`src/rtl/cpu_pkg.sv`:
```
// Shared types and constants for the CPU front end: fetch FSM states,
// opcode field position, default widths and offset-field widths.
package cpu_pkg;

    localparam int ADDR_W_DEF  = 16;
    localparam int INSTR_W_DEF = 16;

    localparam logic [15:0] RESET_PC = 16'h0000;

    localparam int OPC_MSB = 15;
    localparam int OPC_LSB = 11;
    localparam int OPC_W   = OPC_MSB - OPC_LSB + 1;

    // Offset fields carried in the instruction word, sign-extended downstream.
    localparam int OFFS11_W = 11;
    localparam int OFFS8_W  = 8;
    localparam int OFFS5_W  = 5;

    typedef enum logic {
        FETCH = 1'b0,
        EXEC  = 1'b1
    } fetch_state_t;

endpackage

```
`src/rtl/flag_reg.sv`:
```
// Status flag register {C,V,S,Z} with write enable and async active-low reset.
module flag_reg #(
    parameter int W = 4
) (
    input  logic         clk,
    input  logic         rst_n,
    input  logic         we,
    input  logic [W-1:0] d,
    output logic [W-1:0] q
);

    logic [W-1:0] q_reg;

    always_ff @(posedge clk or negedge rst_n) begin
        if (!rst_n) begin
            q_reg <= '0;
        end else if (we) begin
            q_reg <= d;
        end
    end

    assign q = q_reg;

endmodule

```
`src/rtl/instr_fetch_unit.sv`:
```
// Instruction fetch unit: PC, instruction register, req/ack fetch FSM and
// status flags feeding the CPU controller.
module instr_fetch_unit
    import cpu_pkg::*;
#(
    parameter int                ADDR_W       = ADDR_W_DEF,
    parameter int                INSTR_W      = INSTR_W_DEF,
    parameter logic [ADDR_W-1:0] RESET_PC_VAL = ADDR_W'(RESET_PC)
) (
    input  logic               clk,
    input  logic               rst_n,
    output logic               imem_req,
    output logic [ADDR_W-1:0]  imem_addr,
    input  logic               imem_ack,
    input  logic [INSTR_W-1:0] imem_rdata,
    input  logic               exec_done,
    input  logic               ldPC2,
    input  logic               ldPCz,
    input  logic [ADDR_W-1:0]  pc_z,
    input  logic               flags_we,
    input  logic               c_in,
    input  logic               v_in,
    input  logic               s_in,
    input  logic               z_in,
    output logic [ADDR_W-1:0]  pc,
    output logic [INSTR_W-1:0] ir,
    output logic [OPC_W-1:0]   opcode,
    output logic               ir_valid,
    output logic               C,
    output logic               V,
    output logic               S,
    output logic               Z_det
);

    fetch_state_t       state_reg;
    logic [ADDR_W-1:0]  pc_reg;
    logic [INSTR_W-1:0] ir_reg;
    logic               req_reg;
    logic [3:0]         flags_q;

    // imem_req is a register reset to 0, so the first request appears one
    // cycle after reset release; an ack seen while req is low is ignored.
    always_ff @(posedge clk or negedge rst_n) begin
        if (!rst_n) begin
            state_reg <= FETCH;
            pc_reg    <= RESET_PC_VAL;
            ir_reg    <= '0;
            req_reg   <= 1'b0;
        end else begin
            case (state_reg)
                FETCH: begin
                    if (req_reg && imem_ack) begin
                        ir_reg    <= imem_rdata;
                        state_reg <= EXEC;
                        req_reg   <= 1'b0;
                    end else begin
                        req_reg   <= 1'b1;
                    end
                end
                EXEC: begin
                    if (exec_done) begin
                        if (ldPCz) begin
                            pc_reg <= {pc_z[ADDR_W-1:1], 1'b0};
                        end else if (ldPC2) begin
                            pc_reg <= pc_reg + ADDR_W'(2);
                        end
                        state_reg <= FETCH;
                        req_reg   <= 1'b1;
                    end
                end
                default: begin
                    state_reg <= FETCH;
                    req_reg   <= 1'b0;
                end
            endcase
        end
    end

    flag_reg #(
        .W(4)
    ) u_flag_reg (
        .clk   (clk),
        .rst_n (rst_n),
        .we    (flags_we),
        .d     ({c_in, v_in, s_in, z_in}),
        .q     (flags_q)
    );

    assign imem_req  = req_reg;
    assign imem_addr = pc_reg;
    assign pc        = pc_reg;
    assign ir        = ir_reg;
    assign opcode    = ir_reg[INSTR_W-1 -: OPC_W];
    assign ir_valid  = (state_reg == EXEC);
    assign C         = flags_q[3];
    assign V         = flags_q[2];
    assign S         = flags_q[1];
    assign Z_det     = flags_q[0];

endmodule

```
`config.mk`:
```
export PLATFORM = sky130hd
export DESIGN_NAME = instr_fetch_unit
export DESIGN_NICKNAME = d
export VERILOG_FILES = /design/src/rtl/cpu_pkg.sv /design/src/rtl/flag_reg.sv /design/src/rtl/instr_fetch_unit.sv
export SDC_FILE = /design/constraint.sdc
export NUM_CORES = 1
export LEC_CHECK = 0
export CAP_MARGIN = 5
export CORE_ASPECT_RATIO = 1.25
export CORE_UTILIZATION = 30
export CTS_BUF_LIST = sky130_fd_sc_hd__clkbuf_4
export CTS_CLUSTER_DIAMETER = 120
export CTS_CLUSTER_SIZE = 10
export DETAILED_ROUTE_END_ITERATION = 12
export PLACE_DENSITY = 0.66
export SYNTH_ARGS = -nofsm -noshare
export SYNTH_HDL_FRONTEND = slang
export SYNTH_HIERARCHICAL = 1
export SYNTH_SLANG_ARGS = --single-unit
```
`constraint.sdc`:
```
create_clock -name clk -period 1.5 [get_ports clk]
set_input_delay 0.15 -clock clk [delete_from_list [all_inputs] [get_ports clk]]
set_output_delay 0.15 -clock clk [all_outputs]
set_load 0.03 [all_outputs]
```
==> results by group <==
Outcome
  – Outcome: finished, violations left
  – Failing checks: setup timing

Setup path
  – Bufs and invs on worst path: 0
  – Crit-path cells: ha_4 -> nand4_1 -> or4_1 -> mux2i_1 -> a21oi_1
  – RR Startpoint: imem_addr[1]
  – Cell family with the largest share of critical-path delay: simple AND/OR/NAND/NOR gates
  – Worst reg2reg setup slack: -0.07 ns
  – Arr. time, crit path: 1.82 ns
  – Critical Path Slowest Stage Cell: or4_1
  – Startpoint Class: flop
  – Crit Path Max Fanout: 6
  – Req. time, crit path: 1.75 ns
  – Crit. End Element: flop
  – Worst-case reg-to-reg path depth: 5
  – Slowest cell delay on critical path: 0.47 ns
  – WS Path Type: reg -> reg
  – Reg2reg end: imem_addr[11]

Clock network
  – Clock slew at reported path FFs: 0.13 ns
  – Clock tree buffer depth: 2
  – Worst-skew pair later-pin latency: 0.35 ns
  – CTS tree: built
  – Root buffer selected by CTS: clkbuf_4
  – Clk sink count: 37
  – CTS H-Tree Depth: 2
  – CTS buffer count: 5

Global route
  – Grt total ovfl: 0
  – Initial antenna violation count: 0
  – First-pass GRT wire length: 9050 µm
  – Largest net degree at the start of global routing: 20
  – Vias in the first global route: 1985
  – All-Layer GR Usage: 0.171

Final layout
  – Nets: 338
  – Non-filler cells, final: 380
  – Finished Cell Area: 3160 µm²
  – Fin util: 0.509
  – Share of layout cells above drive strength 1: 0.298
  – Max reg flops: 16
  – # diodes: 0
  – Area growth syn-to-layout: 62.4%

Synthesis
  – Netlist area before placement: 1950 µm²
  – Distinct cells, synth: 35
  – Ys Warns: 6
  – Synth top area share: 0.476
  – Mapped Avg Cell Area: 10.7 µm²
  – Sequential area share after synthesis: 0.476
  – Flops & latches, synth: 37
  – Mapped Cells: 182
  – Top post-synthesis cells by area: dfrtp_1 48%, mux2_2 12%, buf_4 8.9%
  – Top cell type by total area after synthesis: dfrtp_1

Power
  – Leakage power: 1.39 nW
  – Pwr dens: 1790 nW/µm²
  – Peak VDD IR: 0.954 mV

Placement
  – Placed cell area: 3090 µm²
  – Gp weighted congestion: 0.821
  – # placed instances: 368
  – I/O Buffers: 98
  – Dpl hpwl: 4170 µm

STA
  – Fmax: 0.636 GHz
  – Clock skew: 0.0168 ns
  – Fin. Hold Viols: 0
  – Final Setup Violations: 4
  – Tcrit/Tclk final: 1.05
  – Fin crit period: 1.57 ns
  – Hold slack: 0.257 ns
  – Final WS setup: -0.0732 ns
  – Slew Viols, Final: 0
  – RSZ-0062 raised after global routing: yes
  – Fin Setup TNS: -0.149 ns

Floorplan
  – Die height: 92.0 µm
  – Core Footprint: 6210 µm²
  – Die width: 74.0 µm
  – IO Count: 102
  – DIE AREA: 6810 µm²
  – Initial core utilization: 0.314
  – Row cnt: 32

Route
  – Iter 0 DRT Violations: 84
  – DR pass1 iterations: 4
  – Via density: 4.90
  – WL/cell: 14.3 µm
  – Antenna Nets Post-Route: 0
  – DR vias: 1862
  – Final wirelength: 5420 µm
  – # DRC: 0

Run
  – Maxcap violations: 0

Worst hold path
  – HP Class: in -> async
[through the flow]
stage	power [W]	worst slack (ns)
final	0.00566	-0.0732
after global routing	0.00599	-0.121
after CTS	0.00568	-0.0529
after detailed placement	0.00537	-0.236
after global placement	0.00530	-0.202
after floorplan	0.00388	-0.0793
[per-layer routing]
layer | GRT usage | vias to the layer above | share of wire
met2 | 0.293 | 80 | 0.52
li1 | - | 871 | -
met1 | 0.203 | 900 | 0.39
met3 | 0.0440 | 11 | 0.072
met4 | 0.0577 | 0 | 0.017
met5 | 0 | - | 0
[worst reg2reg max path: stages (launching register included)]
cell and delay [ns]:
dfrtp_2 0.42, ha_4 0.15, nand4_1 0.20, or4_1 0.47, mux2i_1 0.16, a21oi_1 0.08
[Yosys cell counts]
cell	instances
nand2_1	10
buf_6	1
a31oi_1	1
ha_1	1
conb_1	1
o21ai_0	11
nor4b_1	2
o32ai_1	1
a21oi_1	7
a22oi_1	3
a221o_1	2
clkbuf_1	3
o211ai_2	1
nand3b_1	1
nor2_1	8
a311o_1	1
or2b_1	1
dfrtp_1	37
nor4_1	3
mux2_2	21
o22a_1	1
mux2i_1	5
nor3b_1	1
buf_4	23
o22ai_1	4
inv_1	1
nand4_1	5
nor3_1	8
o21a_1	1
and4b_1	1
o211a_1	1
buf_2	3
or4_1	4
and3_1	3
nand3_1	5
[area by class of cell]
class                           count  area (µm²)
Clock inverter                      3        41.3
Timing Repair Buffer              134        1180
Inverter                            1        3.75
Tap cell                           85         106
Sequential cell                    37         942
Clock buffer                        5        37.5
Fill cell                         605        3050
Multi-Input combinational cell    115         850
[cells in the final DEF (no fill, tap or decap), types with 2 or more instances in the layout]
cell	n
o21ai_0	11
clkdlybuf4s15_2	2
buf_4	35
nor4b_1	2
nand4_1	5
dlygate4sd2_1	53
o22ai_1	4
mux2i_1	5
a22oi_1	3
nand3_1	4
a221o_1	2
or4_1	3
conb_1	2
nor2_1	7
nor4_2	2
mux2_2	21
clkbuf_4	5
dfrtp_1	24
nand2_1	10
nor3_1	8
dfrtp_2	13
and3_1	3
a21oi_1	6
clkdlybuf4s50_1	40
[where the power goes]
part	internal (W)	switching, W
combinational	0.00130	0.00196
sequential	0.00139	0.000303
clock	0.000345	0.000360
[cells by family after synthesis]
group | Yosys count | synth area share
AO/OA/AOI/OAI | 34 | 0.114
adder cells (fa/ha/maj) | 1 | 0.00643
buffers and inverters | 31 | 0.110
flip-flops | 37 | 0.476
multiplexers | 26 | 0.147
other | 1 | 0.00193
AND/OR/NAND/NOR | 52 | 0.145
[worst max path at each step]
stage / from / end / slack, ns / depth (start not counted)
finish: imem_addr[1] / imem_addr[11] / -0.07 / 5
global route: imem_addr[2] / imem_addr[13] / -0.12 / 5
CTS: imem_addr[1] / imem_addr[11] / -0.05 / 5
detailed placement: ldPCz / imem_addr[11] / -0.24 / 5
global placement: ldPCz / imem_addr[13] / -0.20 / 5
floorplan: ir_valid / imem_addr[11] / -0.08 / 5
[timing repair]
item,4_1_cts,5_1_grt
hold buffers,1,0
buffers inserted,1,2
endpoints found under the hold margin,16,0
resized for setup,62,8
pin swaps,1,5
endpoints found under the setup margin,61,10
Power figures use the tool's default switching activity.
